**src/rtl/muldiv_sequencer_pkg.sv**
```systemverilog
// -----------------------------------------------------------------------------
// muldiv_sequencer_pkg
// Shared decode constants, FSM state type and operand-signedness helpers for
// the RV32M multiply/divide sequencer.
// -----------------------------------------------------------------------------
package muldiv_sequencer_pkg;

    localparam int XLEN = 32;

    localparam logic [6:0] OPC_ARI_RTYPE = 7'b0110011;
    localparam logic [6:0] FNC7_MULDIV   = 7'b0000001;

    localparam logic [2:0] FNC3_MUL    = 3'b000;
    localparam logic [2:0] FNC3_MULH   = 3'b001;
    localparam logic [2:0] FNC3_MULHSU = 3'b010;
    localparam logic [2:0] FNC3_MULHU  = 3'b011;
    localparam logic [2:0] FNC3_DIV    = 3'b100;
    localparam logic [2:0] FNC3_DIVU   = 3'b101;
    localparam logic [2:0] FNC3_REM    = 3'b110;
    localparam logic [2:0] FNC3_REMU   = 3'b111;

    typedef enum logic [1:0] {
        ST_IDLE = 2'd0,
        ST_MUL  = 2'd1,
        ST_DIV  = 2'd2,
        ST_DONE = 2'd3
    } state_t;

    // MUL (low half) is sign-agnostic, so it is run unsigned.
    function automatic logic rs1_is_signed(input logic [2:0] f3);
        return f3 inside {FNC3_MULH, FNC3_MULHSU, FNC3_DIV, FNC3_REM};
    endfunction

    function automatic logic rs2_is_signed(input logic [2:0] f3);
        return f3 inside {FNC3_MULH, FNC3_DIV, FNC3_REM};
    endfunction

endpackage

```
**src/rtl/muldiv_datapath.sv**
```systemverilog
// -----------------------------------------------------------------------------
// muldiv_datapath
// Operand magnitude/sign capture, 64-bit accumulator shared by shift-add
// multiply and restoring divide, special divide results and final sign fix.
//   i_clk, i_rst        clock, synchronous active-high reset (clears result)
//   i_load              latch operands / special result (start accepted)
//   i_funct3            operation select at load time
//   i_rs1, i_rs2        operand values
//   i_mul_step          perform one multiply step
//   i_div_step          perform one divide step
//   i_finish            last step: sign-fix and register the result
//   o_special           combinational: divide-by-zero or signed overflow
//   o_result            registered result
// -----------------------------------------------------------------------------
module muldiv_datapath
    import muldiv_sequencer_pkg::*;
(
    input  logic            i_clk,
    input  logic            i_rst,
    input  logic            i_load,
    input  logic [2:0]      i_funct3,
    input  logic [XLEN-1:0] i_rs1,
    input  logic [XLEN-1:0] i_rs2,
    input  logic            i_mul_step,
    input  logic            i_div_step,
    input  logic            i_finish,
    output logic            o_special,
    output logic [XLEN-1:0] o_result
);

    logic [63:0]     r_acc;     // mul: {partial hi, multiplier}; div: {rem, quo}
    logic [XLEN-1:0] r_opb;     // multiplicand or divisor magnitude
    logic [2:0]      r_op;
    logic            r_neg;

    logic            w_neg1, w_neg2, w_is_rem, w_div_zero, w_ovf;
    logic [XLEN-1:0] w_mag1, w_mag2, w_special_res, w_val, w_fixed;
    logic [32:0]     w_mul_sum, w_div_diff;
    logic            w_div_ok;
    logic [63:0]     w_acc_next, w_prod;

    assign w_neg1   = rs1_is_signed(i_funct3) & i_rs1[XLEN-1];
    assign w_neg2   = rs2_is_signed(i_funct3) & i_rs2[XLEN-1];
    assign w_mag1   = w_neg1 ? -i_rs1 : i_rs1;
    assign w_mag2   = w_neg2 ? -i_rs2 : i_rs2;
    assign w_is_rem = i_funct3[2] & i_funct3[1];

    assign w_div_zero = (i_rs2 == '0);
    assign w_ovf      = !i_funct3[0] && (i_rs1 == 32'h8000_0000) && (i_rs2 == 32'hFFFF_FFFF);
    assign o_special  = i_funct3[2] && (w_div_zero || w_ovf);

    always_comb begin
        if (w_div_zero) w_special_res = w_is_rem ? i_rs1 : 32'hFFFF_FFFF;
        else            w_special_res = w_is_rem ? 32'h0 : 32'h8000_0000;
    end

    // Multiply step: conditional add into the upper half, then shift right
    // with the carry entering at bit 63.
    assign w_mul_sum = {1'b0, r_acc[63:32]} + (r_acc[0] ? {1'b0, r_opb} : 33'd0);

    // Divide step on the shifted remainder r_acc[63:31]. When r_acc[63] is
    // set the 33-bit value already exceeds any divisor, so the borrow bit
    // alone cannot be trusted there.
    assign w_div_diff = r_acc[63:31] - {1'b0, r_opb};
    assign w_div_ok   = r_acc[63] | ~w_div_diff[32];

    always_comb begin
        if (i_div_step)
            w_acc_next = w_div_ok ? {w_div_diff[31:0], r_acc[30:0], 1'b1}
                                  : {r_acc[62:0], 1'b0};
        else
            w_acc_next = {w_mul_sum, r_acc[31:1]};
    end

    // Sign fix works on the post-step accumulator so the result can be
    // registered on the same edge that enters DONE.
    assign w_prod = r_neg ? -w_acc_next : w_acc_next;
    assign w_val  = r_op[1] ? w_acc_next[63:32] : w_acc_next[31:0];

    always_comb begin
        if (!r_op[2]) w_fixed = (r_op == FNC3_MUL) ? w_prod[31:0] : w_prod[63:32];
        else          w_fixed = r_neg ? -w_val : w_val;
    end

    // NOTE: working registers are always overwritten by i_load before use,
    // so only the architecturally visible result carries a reset.
    always_ff @(posedge i_clk) begin
        if (i_load) begin
            r_op  <= i_funct3;
            r_neg <= w_is_rem ? w_neg1 : (w_neg1 ^ w_neg2);
            r_acc <= {32'h0, i_funct3[2] ? w_mag1 : w_mag2};
            r_opb <= i_funct3[2] ? w_mag2 : w_mag1;
        end else if (i_mul_step || i_div_step) begin
            r_acc <= w_acc_next;
        end
    end

    always_ff @(posedge i_clk) begin
        if (i_rst)
            o_result <= '0;
        else if (i_load && o_special)
            o_result <= w_special_res;
        else if (i_finish)
            o_result <= w_fixed;
    end

endmodule

```
**src/rtl/muldiv_sequencer.sv**
```systemverilog
// -----------------------------------------------------------------------------
// muldiv_sequencer
// Execute-stage RV32M sequencer: decodes muldiv instructions, stalls the
// pipeline during the 32-step iteration and pulses result_valid for a cycle.
//   i_clk, i_rst        clock, synchronous active-high reset
//   i_valid_in          execute-stage instruction valid
//   i_instruction       execute-stage instruction (held while o_stall)
//   i_rs1_data/rs2_data forwarded operands
//   i_kill              flush; aborts any operation
//   o_is_muldiv         combinational decode
//   o_stall             hold IF/ID/EX
//   o_result_valid      o_result valid this cycle
//   o_result            registered result
// -----------------------------------------------------------------------------
module muldiv_sequencer
    import muldiv_sequencer_pkg::*;
(
    input  logic            i_clk,
    input  logic            i_rst,
    input  logic            i_valid_in,
    input  logic [31:0]     i_instruction,
    input  logic [XLEN-1:0] i_rs1_data,
    input  logic [XLEN-1:0] i_rs2_data,
    input  logic            i_kill,
    output logic            o_is_muldiv,
    output logic            o_stall,
    output logic            o_result_valid,
    output logic [XLEN-1:0] o_result
);

    state_t     r_state, w_state_next;
    logic [5:0] r_cnt;
    logic       w_abort, w_start, w_special, w_last;
    logic       w_mul_step, w_div_step, w_finish;
    logic [2:0] w_funct3;
    logic       w_unused_fields;

    assign w_funct3        = i_instruction[14:12];
    assign w_unused_fields = ^{i_instruction[24:15], i_instruction[11:7]};

    assign o_is_muldiv = (i_instruction[6:0] == OPC_ARI_RTYPE) &&
                         (i_instruction[31:25] == FNC7_MULDIV);

    assign w_abort = i_kill | i_rst;
    assign w_start = (r_state == ST_IDLE) && i_valid_in && o_is_muldiv && !w_abort;
    assign w_last  = (r_cnt == 6'd31);

    // NOTE: every output of this block gets a default first, so no path
    // through the case leaves a signal unassigned and no latch is inferred.
    always_comb begin
        w_state_next   = r_state;
        o_stall        = 1'b0;
        o_result_valid = 1'b0;
        w_mul_step     = 1'b0;
        w_div_step     = 1'b0;
        w_finish       = 1'b0;
        case (r_state)
            ST_IDLE: begin
                if (w_start) begin
                    o_stall      = 1'b1;
                    w_state_next = w_special   ? ST_DONE :
                                   w_funct3[2] ? ST_DIV  : ST_MUL;
                end
            end
            ST_MUL: begin
                o_stall    = 1'b1;
                w_mul_step = 1'b1;
                if (w_last) begin
                    w_finish     = 1'b1;
                    w_state_next = ST_DONE;
                end
            end
            ST_DIV: begin
                o_stall    = 1'b1;
                w_div_step = 1'b1;
                if (w_last) begin
                    w_finish     = 1'b1;
                    w_state_next = ST_DONE;
                end
            end
            ST_DONE: begin
                // valid_in is ignored here: the held instruction must not restart.
                o_result_valid = 1'b1;
                w_state_next   = ST_IDLE;
            end
            default: w_state_next = ST_IDLE;
        endcase
        if (w_abort) begin
            w_state_next   = ST_IDLE;
            o_stall        = 1'b0;
            o_result_valid = 1'b0;
            w_mul_step     = 1'b0;
            w_div_step     = 1'b0;
            w_finish       = 1'b0;
        end
    end

    // NOTE: state is updated with non-blocking assignments so every register
    // in the design samples the values from before this edge.
    always_ff @(posedge i_clk) begin
        if (i_rst) begin
            r_state <= ST_IDLE;
            r_cnt   <= '0;
        end else begin
            r_state <= w_state_next;
            if (w_start)
                r_cnt <= '0;
            else if (w_mul_step || w_div_step)
                r_cnt <= r_cnt + 6'd1;
        end
    end

    muldiv_datapath u_datapath (
        .i_clk      (i_clk),
        .i_rst      (i_rst),
        .i_load     (w_start),
        .i_funct3   (w_funct3),
        .i_rs1      (i_rs1_data),
        .i_rs2      (i_rs2_data),
        .i_mul_step (w_mul_step),
        .i_div_step (w_div_step),
        .i_finish   (w_finish),
        .o_special  (w_special),
        .o_result   (o_result)
    );

endmodule

```
**config.mk**
```make
export PLATFORM = sky130hd
export DESIGN_NAME = muldiv_sequencer
export DESIGN_NICKNAME = d
export VERILOG_FILES = /design/src/rtl/muldiv_sequencer_pkg.sv /design/src/rtl/muldiv_datapath.sv /design/src/rtl/muldiv_sequencer.sv
export SDC_FILE = /design/constraint.sdc
export NUM_CORES = 1
export LEC_CHECK = 0
export BUFFER_PORTS_ARGS = -buffer_cell sky130_fd_sc_hd__buf_2
export CAP_MARGIN = 20
export CORE_ASPECT_RATIO = 0.7
export CORE_MARGIN = 4
export CORE_UTILIZATION = 50
export CTS_BUF_LIST = sky130_fd_sc_hd__clkbuf_4 sky130_fd_sc_hd__clkbuf_8 sky130_fd_sc_hd__clkbuf_16
export DETAILED_ROUTE_END_ITERATION = 10
export MAX_ROUTING_LAYER = met4
export PLACE_DENSITY = 0.71
export SYNTH_ARGS = -nofsm -noshare
export SYNTH_HDL_FRONTEND = slang
export SYNTH_SLANG_ARGS = --single-unit
```
**constraint.sdc**
```tcl
create_clock -name i_clk -period 11.4 [get_ports i_clk]
set_clock_uncertainty 0.15 [all_clocks]
set_input_delay 3.42 -clock i_clk [delete_from_list [all_inputs] [get_ports i_clk]]
set_output_delay 3.42 -clock i_clk [all_outputs]
set_load 0.1 [all_outputs]
```
# == Yosys cells after proc, flatten, opt, wreduce, memory -nomap -nowiden ==
# Cells that the tools add are included.
# totals
ff_bits,140
mem_bits_rw,0
memories,0
input_bits,100
latch_bits,0
romBits,0
wordCells,96
# op_classes
muxes,37
shifts,0
n_reduce_logical,23
n_eq_ne,14
n_lt_le_gt_ge,0
n_bitwise,7
n_div,0
mul,0
addsub,7
# op_table
operator,n
32-bit two-way mux,16
64-bit two-way mux,3
32-bit negator,3
"32-bit == test, second input constant",2
64-bit negator,1
32-bit by 32-bit adder with 33-bit output,1
33-bit by 32-bit subtractor with 33-bit output,1
32-bit logical NOT,1
1-bit two-way mux,12
1-bit logical AND,8
2-bit two-way mux,4
"7-bit by 1-bit == test with 1-bit output, second input constant",1
"7-bit by 6-bit == test with 1-bit output, second input constant",1
"6-bit by 1-bit adder with 6-bit output, second input constant",1
"3-bit == test, second input constant",2
"6-bit by 5-bit == test with 1-bit output, second input constant",1
2-bit one-hot mux with 3 select lines,1
2-bit OR reduction,3
"2-bit == test, second input constant",2
"2-bit by 1-bit != test with 1-bit output, second input constant",2
2-bit nonzero test,2
4-bit nonzero test,1
1-bit AND,3
"3-bit by 1-bit == test with 1-bit output, second input constant",1
12 further kinds,15

# == Logic depth before layout (Yosys ltp) ==
# Gate-level depths: netlist of the first run.
# logic_depth
word_depth,11
depth_mapped,23
mapped_depth_nobuf,20

# == Modules after synthesis ==
# From an unflattened synthesis of the first run, not the netlist that was laid out.
# hier_totals
hier_cells,2378
area_unflattened_um2,17474.3
# by_module_without_submodules
module,area_each_um2,n_inst,cells_each
muldiv_datapath,16814.9,1,2303
muldiv_sequencer,659.4,1,75

# == Worst setup path before layout of the first run ==
# Ideal clock, no wire load.
# synth_timing
path_type,input to output
from,input i_instruction[3]
to,output o_stall
arrival_ns,10.480
setup_slack_ns,-2.650
cell_stages,5
n_path_buf,0
path_cell_list,nor4b_1 nand3_1 nor2_1 nand4_1 a2111oi_0
# synth_between
elab_chain_len,7
# synth_rtl
element,line,source
"start, declared",muldiv_sequencer.sv:21,"input logic [31:0] i_instruction,"
7-bit by 6-bit == test with 1-bit output,muldiv_sequencer.sv:41,assign o_is_muldiv = (i_instruction[6:0] == OPC_ARI_RTYPE) &&
1-bit logical AND,muldiv_sequencer.sv:41,
net o_is_muldiv,muldiv_sequencer.sv:25,"output logic o_is_muldiv,"
1-bit logical AND (2 in series),muldiv_sequencer.sv:45,assign w_start = (r_state == ST_IDLE) && i_valid_in && o_is_muldiv && !w_abort;
1-bit two-way mux,muldiv_sequencer.sv:59,if (w_start) begin
1-bit one-hot mux with 2 select lines,muldiv_sequencer.sv:57,case (r_state)
1-bit two-way mux,muldiv_sequencer.sv:88,if (w_abort) begin
"end, declared",muldiv_sequencer.sv:26,"output logic o_stall,"
# The timed path passes the listed nets, and every way through them passes these cells.

# == Final worst setup path of the first run ==
# layout_timing
from,input i_rst
to,output o_stall
# layout_between
elab_chain_len,6
# layout_rtl
element,line,source
"start, declared",muldiv_sequencer.sv:19,"input logic i_rst,"
1-bit bitwise OR (*),muldiv_sequencer.sv:44,assign w_abort = i_kill | i_rst;
1-bit logical NOT,muldiv_sequencer.sv:45,
1-bit logical AND,muldiv_sequencer.sv:45,
1-bit two-way mux,muldiv_sequencer.sv:59,
1-bit one-hot mux with 2 select lines,muldiv_sequencer.sv:57,
1-bit two-way mux (*),muldiv_sequencer.sv:88,
# Every way passes the cells marked *; elsewhere a longest branch is shown, timed or not.

==> results by stage, run 1 <==
Run status:
- The flow ran to the end, but the final reports show violations.
- The checks that failed: DRC.

Cells and area:
- The storage element area is 3480 sq um.
- The number of antenna cells inserted is 0.
- Fill cells in the final layout number 3290.
- The post-route netlist has 10.8% of its cells at a drive strength greater than 1.
- The layout overhead on the synthesized area is 8.46%.
- Summing all multi-input logic gate instances after layout gives 12800 sq um.
- For this run, the post-layout net count is 2564.

Clock network:
- The clock tree synthesis step divided the H-tree into 4 levels.
- Buffers inserted during clock tree synthesis total 17.
- The post-CTS clock slew at the launch and capture registers of the worst setup and hold paths is 0.06 ns.
- The cell chosen for the clock root is clkbuf_16.
- The clock drives 140 sinks.
- After clock tree synthesis, the setup repair step added 0 buffers.
- The number of gates resized after cts is 0.
- The clock latency on the worst-skew pair is 0.46 ns.
- The count of hold-fix buffers inserted at cts is 0.
- The clock passes through at most 2 buffers.
- TritonCTS built the clock tree.

Flow run:
- Across the run, the number of max-cap violations was 0.

Worst setup path:
- Data arrives at the worst endpoint at 5.64 ns.
- The maximum fanout along the worst path is 44.
- The worst setup path category is in2out.
- Walking the worst path, the cells encountered are buf_2 -> nor2_1 -> nand4_1 -> a2111oi_2 -> buf_2.
- In this run the worst setup path terminates at o_stall.
- The sum of buffers and inverters on the critical path is 2.
- The start of the worst register-to-register path is u_datapath.r_acc[31].
- The start point of the critical path is i_rst.
- For the worst setup path, the data required time is 7.83 ns.
- Counting stages on the worst path, the most repeated cell is buf_2.
- Among all stages on the critical path, the largest delay is contributed by nor2_1.
- For flop-to-flop paths, the worst setup slack is 4.43 ns.
- The endpoint of the worst register-to-register path is u_datapath.o_result[24].
- The count of cells along the worst register-to-register path is 22.
- The maximum cell stage delay along the critical path is 0.59 ns.
- The worst setup path is launched from an input port.
- The critical path runs through a total of 5 cells.
- Among cell families on the critical path, the largest total delay comes from buffers and inverters.
- The element type at the critical path end is an output pin.

Timing:
- Setup repair after global routing left no endpoint under its margin.
- The final setup violation count is 0.
- The worst max-slew margin expressed relative to the limit is 23.5%.
- Static timing analysis puts the maximum clock frequency at 109 MHz.
- The actual transition at the worst max-transition pin is 1.14 ns.
- The share of the clock period used by the worst path after layout is 80.8%.
- The post-route minimum period is 9.21 ns.
- The max-slew violation count is 0.
- Adding up every negative setup slack in the final design gives 0 ns.
- The count of final hold-check violations is 0.

Logic synthesis:
- By area the synthesized netlist is led by edfxtp_1 12%, dfxtp_1 8.4%, a21oi_1 6.8%.
- The share of synthesized area occupied by flip-flops and latches is 20.4%.
- Each instance of the synthesized netlist takes up on average 7.27 sq um.
- The area share of the largest cell type after synthesis is 12.0%.
- In this run the cell area of the synthesized design comes to 17100 sq um.
- The dominant cell type by area after synthesis is edfxtp_1.
- The number of different library cells in the post-synthesis netlist is 110.
- After technology mapping, the gate count stands at 2348.
- In the synthesized netlist the dominant register cell turns out to be dfxtp_1.
- The number of warnings reported in the yosys synthesis log is 0.
- The net count of the mapped netlist is 2526.
- The flop and latch count out of synthesis is 140.
- In the synthesized netlist the async set-or-reset flop fraction comes to 0%.
- The number of enable flip-flop cells after synthesis is 68.

Route:
- The pre-antenna-repair detailed-routing pass consisted of 9 iterations.
- In the routed design, unresolved DRC markers number 1.
- The wire length per cell is 26.0 um.
- Using the TritonRoute via totals, the vias-per-cell ratio works out to 6.83.
- The detail route stage leaves a number of antenna-violating nets equal to 0.
- In this run, the number of DRC markers left after iteration 0 of detailed routing was 3019.
- Wires add up to 73.6 mm.
- The final route contains 19349 vias.

GRT:
- The number of antenna violations at the first check in global routing is 0.
- The global-route wire length before repair is 108 mm.
- The overall routing resource usage is 39.1%.
- The total overflow reported by the global router is 0.
- The number of global-route vias before repair is 17142.
- Entering global routing, the biggest net connects 77 pins.

Die:
- The standard-cell row count is 56.
- The total core area is 33600 sq um.
- The starting density of the core is 50.9%.
- During I/O placement, the number of pins put on the boundary was 135.
- From bottom edge to top edge, the die measures 163 um.
- The die width is 229 um.
- The full die area is 37200 sq um.

Placed design:
- The count of port buffers added during placement is 119.
- Routability-driven placement finished with a final weighted congestion of 1.07.
- Summed over all nets, the half-perimeter wirelength after detailed placement is 57.5 mm.

Hold path:
- The worst min-delay path category is reg2reg.

Power:
- Total power for the finished layout comes to 1.44 mW.
- The power per standard cell area is 77.6 nW/um^2.
- Summed over all cells, the static leakage comes to 7.26 nW.
- The peak supply drop is 0.0968 mV.
==> cell usage after synthesis (9+ instances only) <==
cell	number
inv_1	67
nand2b_1	19
o41ai_1	14
a22oi_1	9
a211oi_1	36
o22ai_1	13
a41oi_1	15
o21ai_1	14
nor4_1	21
o31ai_1	37
mux2i_1	105
o211ai_1	29
nor3_1	62
ha_1	76
nor2_1	275
edfxtp_1	68
nand4_1	27
a21o_1	22
xor2_1	62
nor2b_1	12
buf_2	22
o21ai_0	143
and2_1	53
or4_1	9
buf_1	10
dfxtp_1	72
or3_1	27
o21a_1	17
or2_2	9
nand3_1	55
o21bai_1	9
a31oi_1	35
a311oi_1	10
mux2_2	10
a21oi_1	231
nand2_1	264
xnor2_1	86
a41o_1	9
clkbuf_1	108
and3_1	19
a211o_1	10
==> cell families (layout without fill, tap and decap cells) <==
| family | after synthesis | after routing | synth area share [%] |
|---|---|---|---|
| AND/OR/NAND/NOR | 894 | 894 | 25.0 |
| AO/OA/AOI/OAI | 757 | 757 | 29.2 |
| buffers and inverters | 215 | 266 | 5.11 |
| XOR/XNOR | 148 | 148 | 7.59 |
| flip-flops | 140 | 140 | 20.4 |
| multiplexers | 116 | 116 | 6.88 |
| adder cells (fa/ha/maj) | 78 | 78 | 5.80 |
==> worst min-delay path, cell delays in order, from the launching register on <==
cell and delay [ns]:
dfxtp_1 0.31, nor2_1 0.09, nor3_1 0.04
==> registers in the layout (all words and copies together) (netlist names) <==
name                 flops
u_datapath.r_acc        64
u_datapath.o_result     32
r_state                  2
u_datapath.r_opb        32
u_datapath.r_op          3
u_datapath.r_neg         1
r_cnt                    6
==> layer usage <==
metal,global-route usage (%),vias up,wire length [um]
met2,53.8,1274,29500
met3,11.3,95,9870
met5,-,-,0
met4,8.21,0,1390
met1,56.7,9200,32900
li1,-,8780,-
==> worst min-delay path by stage <==
| stage | start | endpoint | cells after the start |
|---|---|---|---|
| finish | u_datapath.o_result[9] | u_datapath.o_result[9] | 2 |
| global route | u_datapath.o_result[9] | u_datapath.o_result[9] | 2 |
| CTS | u_datapath.o_result[9] | u_datapath.o_result[9] | 2 |
| detailed placement | u_datapath.o_result[9] | u_datapath.o_result[9] | 2 |
| global placement | u_datapath.o_result[9] | u_datapath.o_result[9] | 2 |
| floorplan | u_datapath.r_acc[45] | u_datapath.r_acc[45] | 2 |
==> stage by stage <==
stage                     setup WS [ns]  std cells  hold slack [ns]  util [%]  cell area (sq um)
after CTS                          2.29       2831            0.339      55.1              18500
after global placement             2.24       2799            0.329      53.5              18000
final                              2.19       2834            0.338      55.2              18500
after global routing               2.15       2834            0.364      55.2              18500
after detailed placement           2.15       2799            0.327      53.5              18000
after floorplan                  0.0671       2348            0.316         -              17100
==> layout make-up <==
type / instances / share of cell area (%)
multi-input cells: 1993 / 68.8
flip-flops and latches: 140 / 18.8
repair buffers: 166 / 5.14
well taps: 435 / 2.94
clock buffers: 19 / 2.38
inverters: 68 / 1.38
clock inverters: 13 / 0.513
==> cells in the final DEF (no fill, tap or decap), types with 67 or more instances in the layout <==
master	count
mux2i_1	105
edfxtp_1	68
xnor2_1	86
inv_1	67
ha_1	76
a21oi_1	231
buf_2	119
nand2_1	264
o21ai_0	143
nor2_1	274
dfxtp_1	72
==> power by group <==
group,switching (mW),internal (mW),total (mW)
sequential,0.00932,0.534,0.544
combinational,0.239,0.119,0.358
clock,0.253,0.284,0.537
total,0.501,0.937,1.44
No activity file was read; power rests on OpenSTA's default activity.
==> run 2: changes to the inputs <==
--- a/config.mk
+++ b/config.mk
@@ -5,6 +5,7 @@
 export SDC_FILE = /design/constraint.sdc
 export NUM_CORES = 1
 export LEC_CHECK = 0
+export ABC_AREA = 1
 export BUFFER_PORTS_ARGS = -buffer_cell sky130_fd_sc_hd__buf_2
 export CAP_MARGIN = 20
 export CORE_ASPECT_RATIO = 0.7
@@ -13,7 +14,7 @@
 export CTS_BUF_LIST = sky130_fd_sc_hd__clkbuf_4 sky130_fd_sc_hd__clkbuf_8 sky130_fd_sc_hd__clkbuf_16
 export DETAILED_ROUTE_END_ITERATION = 10
 export MAX_ROUTING_LAYER = met4
-export PLACE_DENSITY = 0.71
+export PLACE_DENSITY = 0.74
 export SYNTH_ARGS = -nofsm -noshare
 export SYNTH_HDL_FRONTEND = slang
 export SYNTH_SLANG_ARGS = --single-unit
==> constraint.sdc (replaced) <==
create_clock -name i_clk -period 7.8 [get_ports i_clk]
set_clock_uncertainty 0.15 [all_clocks]
set_input_delay 2.34 -clock i_clk [delete_from_list [all_inputs] [get_ports i_clk]]
set_output_delay 2.34 -clock i_clk [all_outputs]
set_load 0.1 [all_outputs]
==> run 2 against run 1 <==
  * The flow now finishes without violations
  * Power increased by 29%
  * Sequential share of layout area decreased by 1.3 points
  * Worst setup slack got worse by 0.85 ns
  * Die area increased by 6.8%
  * Via count increased by 17%
  * Critical endpoint is now u_datapath.o_result[30]
  * Largest power group is now clock
==> results by stage, run 2 <==
Run status:
- The run finished with clean final reports.

Worst setup path:
- At the worst endpoint, the arrival time is 6.70 ns.
- STA classifies the critical path startpoint as a flip-flop.
- In this run the critical register-to-register path is launched from u_datapath.r_opb[27].
- The data required time of the critical path is 8.04 ns.
- The critical-path cell with the highest stage delay is a21oi_4.
- Among the stages of the critical path, the cell type that occurs most often is nand2_1.
- The maximum cell stage delay along the critical path is 0.64 ns.
- For flop-to-flop paths, the worst setup slack is 1.34 ns.
- The maximum fanout along the worst path is 33.
- The worst setup path is captured at a flip-flop.
- The critical path in this run is classified as reg2reg.
- The endpoint of the worst register-to-register path is u_datapath.o_result[30].
- The number of cells on the worst reg-to-reg path is 28.

Route:
- The detail route stage leaves a number of antenna-violating nets equal to 0.
- The routed layout has 22635 vias.
- The wire length per cell is 22.1 um.
- The via density per instance is 6.04.
- The number of design-rule violations left by the first detailed-router iteration is 4076.
- The first detailed-routing pass ran for 8 iterations.
- The total length of routed wires is 82.8 mm.
- The DRC violation count after routing is 0.

GRT:
- The total overflow left after global routing is 0.
- The pin count of the biggest net entering global routing is 58.
- The first global-routing pass estimated 122 mm of wire.
- The number of antenna violations at the first check in global routing is 5.
- The overall routing resource usage is 41.2%.
- The number of global-route vias before repair is 19516.

Die:
- After floorplanning, the core was divided into 58 placement rows.
- The top-level I/O count is 135.
- The total core area is 36000 sq um.
- The die width is 237 um.
- Once the floorplan was initialized, standard cells occupied 50.8% of the core.
- The full die area is 39700 sq um.
- The die outline height is 168 um.

Hold path:
- Counting instances, the worst hold path has a depth of 2.
- The worst hold path terminates at r_cnt[1].
- The hold path startpoint is r_cnt[1].
- The worst min-delay path category is reg2reg.

Logic synthesis:
- The cell area after technology mapping is 18300 sq um.
- The net count of the mapped netlist is 3371.
- After synthesis, the share of flip-flops with an asynchronous set or reset is 0%.
- Counting flops with a built-in enable in the synthesized netlist gives 68.
- The number of warnings reported in the yosys synthesis log is 0.
- Sequential cells were found to cover 19.0% of the synthesized design area.
- The commonest cells after synthesis are 940 x nand2_1, 476 x inv_1, 300 x nor2_1.
- By instance count, the leading cell after synthesis is nand2_1.
- The most used flip-flop cell after synthesis is dfxtp_1.
- Summed over its instances, the top area cell type makes up 19.3% of the synthesized netlist area.
- The dominant cell type by area after synthesis is nand2_1.
- A synthesized cell averages 5.73 sq um.
- Synthesis inferred 140 register bits.
- In the post-synthesis netlist, the biggest area contributors are nand2_1 19%, edfxtp_1 11%, inv_1 9.8%.
- Synthesis handed over a netlist of 3193 instances.
- The number of different library cells in the post-synthesis netlist is 61.

Timing:
- The max-slew violation count is 0.
- The setup TNS after final layout is 0 ns.
- The share of the clock period used by the worst path after layout is 82.8%.
- For the pin with the worst max-slew slack, the measured transition is 1.05 ns.
- The upper clock frequency limit is 155 MHz.
- The count of final hold-check violations is 0.
- The final setup violation count is 0.
- The worst slack on hold paths is 0.344 ns.
- Subtracting the final worst setup slack from the clock period gives 6.46 ns.
- Setup repair after global routing left no endpoint under its margin.
- In this run the tightest slew margin relative to its limit is 29.1%.

Power:
- The power per standard cell area is 93.1 nW/um^2.
- The peak supply drop is 0.154 mV.
- The power consumption is 1.85 mW.
- The static power due to leakage is 10.2 nW.

Clock network:
- TritonCTS built the clock tree.
- The maximum buffer depth of the clock tree is 2.
- The clock tree synthesis step divided the H-tree into 4 levels.
- After clock tree synthesis, the flow added hold-fix buffers numbering 0.
- Buffers added to address setup during post-CTS repair amount to 0.
- In this run the clock root is driven by a clkbuf_16.
- The number of gates resized after cts is 0.
- After clock tree synthesis, the clock-pin slew on the worst setup and hold paths is 0.07 ns.
- The clock latency on the worst-skew pair is 0.46 ns.
- The number of CTS-inserted buffers is 17.
- The tree built by TritonCTS fans out to 140 sinks.

Cells and area:
- In the layout the commonest cells are 939 x nand2_1, 476 x inv_1, 299 x nor2_1, 285 x nand3_1, 183 x a21oi_1.
- After routing the design area is 19900 sq um.
- The flip-flop count of the largest register, all copies and words added is 64.
- The final layout net count is 3432.
- The share of final-layout standard cells stronger than drive strength 1 is 9.64%.
- The layout overhead on the synthesized area is 8.58%.
- After filler insertion, the fill cell instance count of the layout stands at 3767.
- Counting flops per register, the top entry is u_datapath.r_acc.
- Leaving out fill and tap cells, the most frequent cell in the layout is nand2_1.
- The largest registers in the layout are u_datapath.r_acc: 64 flops, u_datapath.o_result: 32 flops, u_datapath.r_opb: 32 flops.

Flow run:
- The max-cap check violation count is 0.

Placed design:
- Once placement finished, the instance area stood at 19200 sq um.
- The total half-perimeter wirelength after legalization and detailed placement is 67.3 mm.
- At the end of routability-driven placement, the weighted congestion stood at 1.12.
- Input and output buffers added on the ports amount to 119.
## run 2: cell types whose count changed after synthesis, moves of 29 or more
cell      previous run  this run
and2_1              53         5
nand3_1             55       285
nand2_1            264       940
a21oi_1            231       183
xnor2_1             86        16
a31oi_1             35         6
nand4_1             27        62
mux2i_1            105         6
inv_1               67       476
o31ai_1             37         3
o21ai_0            143       179
a211oi_1            36         1
clkbuf_1           108        69
## run 2: worst max path at each step
stage,startpoint,endpoint,slack [ns],cells past startpoint
after global placement,i_kill,u_datapath.o_result[30],1.50,23
after CTS,i_kill,o_stall,1.50,7
after floorplan,i_kill,o_stall,0.03,6
after detailed placement,i_kill,u_datapath.o_result[30],1.39,23
final,u_datapath.r_opb[27],u_datapath.o_result[30],1.34,28
after global routing,u_datapath.r_opb[27],u_datapath.o_result[30],1.20,28
## run 2: through the flow
| stage | utilization (%) | cells | setup slack [ns] |
|---|---|---|---|
| after floorplan | - | 3193 | 0.0296 |
| after global placement | 53.4 | 3713 | 1.50 |
| after detailed placement | 53.4 | 3713 | 1.39 |
| after CTS | 55.0 | 3745 | 1.50 |
| after global routing | 55.2 | 3750 | 1.20 |
| final | 55.2 | 3750 | 1.34 |
## run 2: cells by family after synthesis
family | Yosys count | share of synthesized area, %
compound gates | 504 | 15.8
buf+inv | 602 | 12.8
flops | 140 | 19.0
mux | 6 | 0.328
fa+ha+maj | 78 | 5.42
simple gates | 1782 | 42.7
xor+xnor | 81 | 3.88
## run 2: final cells by class
| type | count | area [sq um] | area share [%] |
|---|---|---|---|
| well taps | 480 | 601 | 3.02 |
| clock inverters | 14 | 151 | 0.762 |
| multi-input cells | 2451 | 12500 | 62.8 |
| repair buffers | 143 | 823 | 4.15 |
| diodes | 3 | 7.51 | 0.0378 |
| clock buffers | 18 | 439 | 2.21 |
| inverters | 501 | 1880 | 9.48 |
| flip-flops and latches | 140 | 3480 | 17.5 |
## run 2: layer usage
layer / track usage (%) / share of wire [%] / up-vias / wire, um
met2: 52.3 / 37 / 1610 / 31000
met1: 60.8 / 44 / 10385 / 36200
met4: 8.55 / 2.1 / 0 / 1750
met3: 16.0 / 17 / 126 / 13800
met5: - / 0 / - / 0
li1: - / - / 10514 / -
## run 2: report_power, final
group | switching (mW) | total, mW | leakage (nW) | internal (mW)
Sequential | 0.0000979 | 0.770 | 1.19 | 0.770
Clock | 0.404 | 0.864 | 0.285 | 0.460
Combinational | 0.157 | 0.215 | 8.71 | 0.0580
Total | 0.561 | 1.85 | 10.2 | 1.29
## run 2: critical path: cells and delay by family, from the launching register on
family | cells | cell delay (ns)
adders and majority gates | 2 | 0.62
AOI/OAI and AO/OA | 3 | 0.98
buffers and inverters | 4 | 0.56
DFF | 1 | 0.50
and+or+nand+nor | 19 | 3.53
